## src/rtl/rx_rs_blk_framer.sv

```systemverilog
// rx_rs_blk_framer
// Delineates RS codewords in the symbol stream from the block-sync stage.
// It forwards each codeword to the RS decoder with start/end/sof markers.
// Malformed codewords are cut short with a one-cycle abort pulse.
//
// Ports:
//   i_clk, i_rst       clock, synchronous active-high reset
//   i_data             symbol from block sync
//   i_sof              start-of-frame marker aligned with i_data
//   i_rs_data_symbol   i_data is an RS data symbol
//   i_rs_check_symbol  i_data is an RS check symbol
//   i_comma_aligned    link alignment status
//   o_data, o_valid    registered symbol to the decoder (o_data holds when idle)
//   o_blk_start        o_data is codeword symbol 0
//   o_blk_end          o_data is codeword symbol RS_N-1
//   o_blk_sof          the codeword began a frame (qualified by o_blk_start)
//   o_blk_abort        decoder must discard the partial codeword
//   o_err_cnt          saturating aborted-block count (only with RX_RS_BLK_STAT_EN)
//
// Build option: define RX_RS_BLK_STAT_EN to add the o_err_cnt port and its counter.

`ifndef RS_N
`define RS_N 15
`endif
`ifndef RS_K
`define RS_K 11
`endif

module rx_rs_blk_framer #(
  parameter int RS_N = `RS_N,
  parameter int RS_K = `RS_K
) (
  input  logic        i_clk,
  input  logic        i_rst,
  input  logic [7:0]  i_data,
  input  logic        i_sof,
  input  logic        i_rs_data_symbol,
  input  logic        i_rs_check_symbol,
  input  logic        i_comma_aligned,
  output logic [7:0]  o_data,
  output logic        o_valid,
  output logic        o_blk_start,
  output logic        o_blk_end,
  output logic        o_blk_sof,
  output logic        o_blk_abort
`ifdef RX_RS_BLK_STAT_EN
  ,
  output logic [15:0] o_err_cnt
`endif
);

  typedef enum logic [1:0] {IDLE, DATA, CHECK} state_t;

  localparam logic [9:0] K_LAST = 10'(RS_K - 1);
  localparam logic [9:0] N_LAST = 10'(RS_N - 1);

  state_t     state, nxt_state;
  logic [9:0] cnt, nxt_cnt;
  logic [7:0] nxt_data;
  logic       nxt_valid, nxt_start, nxt_end, nxt_sof, nxt_abort;
  logic       in_data, in_check;

  // A symbol counts as data or check only when exactly one flag is set;
  // both set falls through to the protocol-error path.
  assign in_data  = i_rs_data_symbol & ~i_rs_check_symbol;
  assign in_check = i_rs_check_symbol & ~i_rs_data_symbol;

  always_ff @(posedge i_clk) begin
    if (i_rst) begin
      state       <= IDLE;
      cnt         <= '0;
      o_data      <= 8'h00;
      o_valid     <= 1'b0;
      o_blk_start <= 1'b0;
      o_blk_end   <= 1'b0;
      o_blk_sof   <= 1'b0;
      o_blk_abort <= 1'b0;
    end else begin
      state       <= nxt_state;
      cnt         <= nxt_cnt;
      o_data      <= nxt_data;
      o_valid     <= nxt_valid;
      o_blk_start <= nxt_start;
      o_blk_end   <= nxt_end;
      o_blk_sof   <= nxt_sof;
      o_blk_abort <= nxt_abort;
    end
  end

  always_comb begin
    nxt_state = state;
    nxt_cnt   = cnt;
    nxt_data  = o_data;
    nxt_valid = 1'b0;
    nxt_start = 1'b0;
    nxt_end   = 1'b0;
    nxt_sof   = 1'b0;
    nxt_abort = 1'b0;

    if (!i_comma_aligned) begin
      // Loss of alignment kills any codeword in flight.
      nxt_state = IDLE;
      nxt_cnt   = '0;
      nxt_abort = (state != IDLE);
    end else begin
      case (state)
        IDLE: begin
          // A lone check symbol here is noise and is dropped silently.
          if (in_data) begin
            nxt_data  = i_data;
            nxt_valid = 1'b1;
            nxt_start = 1'b1;
            nxt_sof   = i_sof;
            nxt_cnt   = 10'd1;
            nxt_state = DATA;
          end
        end
        DATA, CHECK: begin
          if (in_data && i_sof) begin
            // A new frame preempts the current codeword: abort it and start
            // the new one in the same output cycle.
            nxt_abort = 1'b1;
            nxt_data  = i_data;
            nxt_valid = 1'b1;
            nxt_start = 1'b1;
            nxt_sof   = 1'b1;
            nxt_cnt   = 10'd1;
            nxt_state = DATA;
          end else if (state == DATA && in_data) begin
            nxt_data  = i_data;
            nxt_valid = 1'b1;
            nxt_cnt   = cnt + 10'd1;
            if (cnt == K_LAST)
              nxt_state = CHECK;
          end else if (state == CHECK && in_check) begin
            nxt_data  = i_data;
            nxt_valid = 1'b1;
            if (cnt == N_LAST) begin
              nxt_end   = 1'b1;
              nxt_cnt   = '0;
              nxt_state = IDLE;
            end else begin
              nxt_cnt = cnt + 10'd1;
            end
          end else begin
            // Gap, both flags, or wrong symbol type for this phase.
            nxt_abort = 1'b1;
            nxt_cnt   = '0;
            nxt_state = IDLE;
          end
        end
        default: begin
          nxt_state = IDLE;
          nxt_cnt   = '0;
        end
      endcase
    end
  end

`ifdef RX_RS_BLK_STAT_EN
  // Counts alongside the abort pulse so both appear in the same cycle.
  always_ff @(posedge i_clk) begin
    if (i_rst)
      o_err_cnt <= 16'h0000;
    else if (nxt_abort && o_err_cnt != 16'hFFFF)
      o_err_cnt <= o_err_cnt + 16'd1;
  end
`endif

endmodule

```

## config.mk

```make
export PLATFORM = sky130hd
export DESIGN_NAME = rx_rs_blk_framer
export DESIGN_NICKNAME = d
export VERILOG_FILES = /design/src/rtl/rx_rs_blk_framer.sv
export SDC_FILE = /design/constraint.sdc
export NUM_CORES = 1
export LEC_CHECK = 0
export CAP_MARGIN = 20
export CORE_AREA = 2 2 57 59
export DETAILED_ROUTE_END_ITERATION = 8
export DIE_AREA = 0 0 59 61
export GPL_TIMING_DRIVEN = 0
export PLACE_DENSITY_LB_ADDON = 0.2
export SYNTH_ARGS = -nofsm -noshare
export SYNTH_HDL_FRONTEND = slang
export SYNTH_SLANG_ARGS = --single-unit
```

## constraint.sdc

```tcl
create_clock -name i_clk -period 2 [get_ports i_clk]
set_input_delay 0.4 -clock i_clk [delete_from_list [all_inputs] [get_ports i_clk]]
set_output_delay 0.4 -clock i_clk [all_outputs]
set_load 0.005 [all_outputs]
```

==> impl_results.md <==
- # IOs: 27
- Worst-case clock buffer depth: 2
- Setup Skew: 0.00432 ns
- Setup crit end: cnt[7]
- Rel. slew slack: 56.3%
- Critical path peak fanout: 10
- Routability cong.: 0.902
- Sw Ratio: 26.6%
- Tcrit/Tclk final: 96.2%
- Hold-fix buffers, CTS: 0
- Cts bufs inserted: 3
- Synth Flop Type: dfxtp_1
- Clk Latency, worst-skew pair: 0.32 ns
- Initial Util: 48.6%
- Crit-path max cell delay: 0.38 ns
- Detailed-route wire length per cell: 15.6 µm
- R2R Path Start: state[1]
- Post-synth cell types: 42
- Drt first pass iters: 4
- Levels on crit path: 8
- RSZ-0062 raised after global routing: yes
- Slew Limit Fails: 0
- Worst reg2reg path depth: 8
- Clock Pin Slew Worst Setup and Hold Paths: 0.13 ns
- Peak VDD IR: 0.243 mV
- WS Path Type: reg2reg
- FF-to-FF End: cnt[7]
- Status: finished clean
- Tot GR Track Use: 21.5%
- Die area: 0.00360 mm²
- Pwr Total: 904 µW
- Startpoint types: register
- Rows: 20
- Number of synthesized flops with an enable pin: 0
- Int Power: 664 µW
- Cells after synthesis: 170
- Post-DP Area: 0.00174 mm²
- Final setup fails: 0
- CTS root buffer: clkbuf_4
- Global-route wire length before repair: 5930 µm
- CP startpoint: state[1]
- Power Density: 492 mW/mm²
- Sequential fraction of the synthesis area: 34.9%
- Synth Register Bits: 25
- Layout cell share with drive strength beyond 1: 12.3%
- Yosys synthesis warning count: 0
- Mapped cell area: 0.00144 mm²
- GR Overflow Total: 0
- Clk sinks: 25
- R2R setup slack: 0.08 ns
- Sequential power share: 57.0%
- Critical Path AT: 2.16 ns
- Ant diodes: 0
- Die H: 61 µm
- Worst Path Required: 2.23 ns
- Vias in the first global route: 1284
- Mapped Avg Cell Area: 8.44 µm²
- Crit path cell chain: inv_1 > ha_4 > nand3b_1 > buf_4 > nand4_1 > buf_2 > a31o_1 > a22o_1
- ANT nets after route: 0
- CP Capture Type: register
- FILL cells: 267
- Clock group share of total power: 25.8%
- Placeable Area: 0.00295 mm²
- Hold Crit Class: reg2reg
- NetSw: 241 µW
- Post-route cell area: 0.00184 mm²
- Area growth from synthesis to layout: 28.2%
- Mapped Nets: 190
- I/O Buffers: 26
- Worst Path Buf+Inv: 3
- Die Wd: 59 µm
- Gate power share: 17.2%
- Asr flop ratio synth: 0%
- Via density: 6.17
- Crit-path leading delay family: buffers and inverters
- Worst hold slack: 0.498 ns
- Initial antenna violation count: 0
- Via Count: 1455
- Final Hold Fails: 0
- First DRT Iteration DRCs: 105
- Drt drc: 0
- Fin nets: 224
- Critical Path Slowest Stage Cell: dfxtp_2
- Max Cap Viol: 0
- Final min period: 1.92 ns
- Largest net degree at the start of global routing: 14
- DP HPWL: 2690 µm
- CTS tree: done
- Leakage: 0.000638 µW
- Drt total wl: 3690 µm
- Slew @ Worst Pin: 0.651 ns
- H-tree depth: 1
- Fmax: 520 MHz
[sequential cells by signal (all words and copies together), names as in the netlist]
signal and flops:
o_valid 1, o_blk_start 1, o_blk_sof 1, o_blk_abort 1, state 2, cnt 10, o_data 8, o_blk_end 1
[Yosys cell counts (5+ instances only)]
library cell,count,area [µm²]
dfxtp_1,25,500
a21oi_1,13,65.1
nand3_1,12,60.1
nand2_1,11,41.3
nor2_1,11,41.3
inv_1,10,37.5
o21ai_1,9,45.0
a31oi_1,7,43.8
ha_1,6,75.1
clkbuf_1,5,18.8
nand4_1,5,31.3
[metal layers]
layer | global-route usage (%) | vias to the layer above | share of wire [%]
li1 | - | 700 | -
met3 | 2.56 | 5 | 5.8
met4 | 6.82 | 0 | 1.2
met2 | 34.1 | 49 | 46
met5 | 0 | - | 0
met1 | 30.4 | 701 | 47
[tightest hold or removal path: stages (launching register included)]
cell and delay, ns:
dfxtp_2 0.36, nand2_1 0.06, mux2i_1 0.05
[power groups by stage]
stage                     clock network (µW)  logic [µW]  registers (µW)
final                                    233         156             515
after global routing                     267         167             517
after CTS                                240         147             515
after detailed placement                   0         146             526
after global placement                     0         143             525
after floorplan                            0        77.3             526
[layout make-up]
type | instances | area (µm²) | area share [%]
clock buffers | 4 | 26.3 | 1.43
well taps | 33 | 41.3 | 2.24
repair buffers | 30 | 295 | 16.1
flip-flops and latches | 25 | 503 | 27.3
inverters | 10 | 37.5 | 2.04
plain buffers | 7 | 36.3 | 1.97
multi-input cells | 127 | 900 | 48.9
[repair_timing]
action	CTS	global route
pin swaps	0	4
resized for setup	1	12
endpoints found under the setup margin	1	20
buffers inserted	0	4
[per-stage QoR]
stage / utilization (%) / setup TNS [ns] / instances / worst slack [ns]
floorplan: - / 0 / 170 / 0.315
finish: 62.3 / 0 / 236 / 0.0753
CTS: 59.7 / 0 / 233 / 0.00686
detailed placement: 58.8 / -5.27 / 229 / -0.358
global route: 62.3 / -0.00368 / 236 / -0.00368
global placement: 58.8 / -4.28 / 229 / -0.283
[cells in the final DEF, fill, tap and decap left out, types with 3 or more instances in the layout]
master / n
nand3_1: 12
nand4_1: 5
o2bb2ai_1: 3
nor4_1: 3
buf_4: 4
mux2i_1: 3
dfxtp_1: 23
and3b_1: 3
or3_1: 3
nor3_1: 3
a31oi_1: 7
inv_1: 10
clkbuf_4: 3
clkdlybuf4s50_1: 24
nor2_1: 11
a21oi_1: 13
o21ai_1: 10
clkbuf_1: 5
a211oi_1: 3
nor2b_1: 3
nand2_1: 11
ha_1: 4
[how the worst min path moves through the flow]
stage	cells past startpoint	end	from
after detailed placement	2	o_data[6]	o_data[6]
after global routing	2	state[0]	state[0]
after global placement	2	o_data[1]	o_data[1]
final	2	state[1]	state[1]
after floorplan	2	cnt[8]	cnt[8]
after CTS	2	o_data[6]	o_data[6]
[cells by family (layout without fill, tap and decap cells)]
logic type                 Yosys count  count (layout)  share of synthesized area (%)
muxes                                3               3                           2.09
buffers and inverters               18              51                           5.41
AOI/OAI and AO/OA                   52              52                           25.9
DFF                                 25              25                           34.9
adders and majority gates            6               6                           5.23
and+or+nand+nor                     66              66                           26.5
No activity file was read; power rests on OpenSTA's default activity.
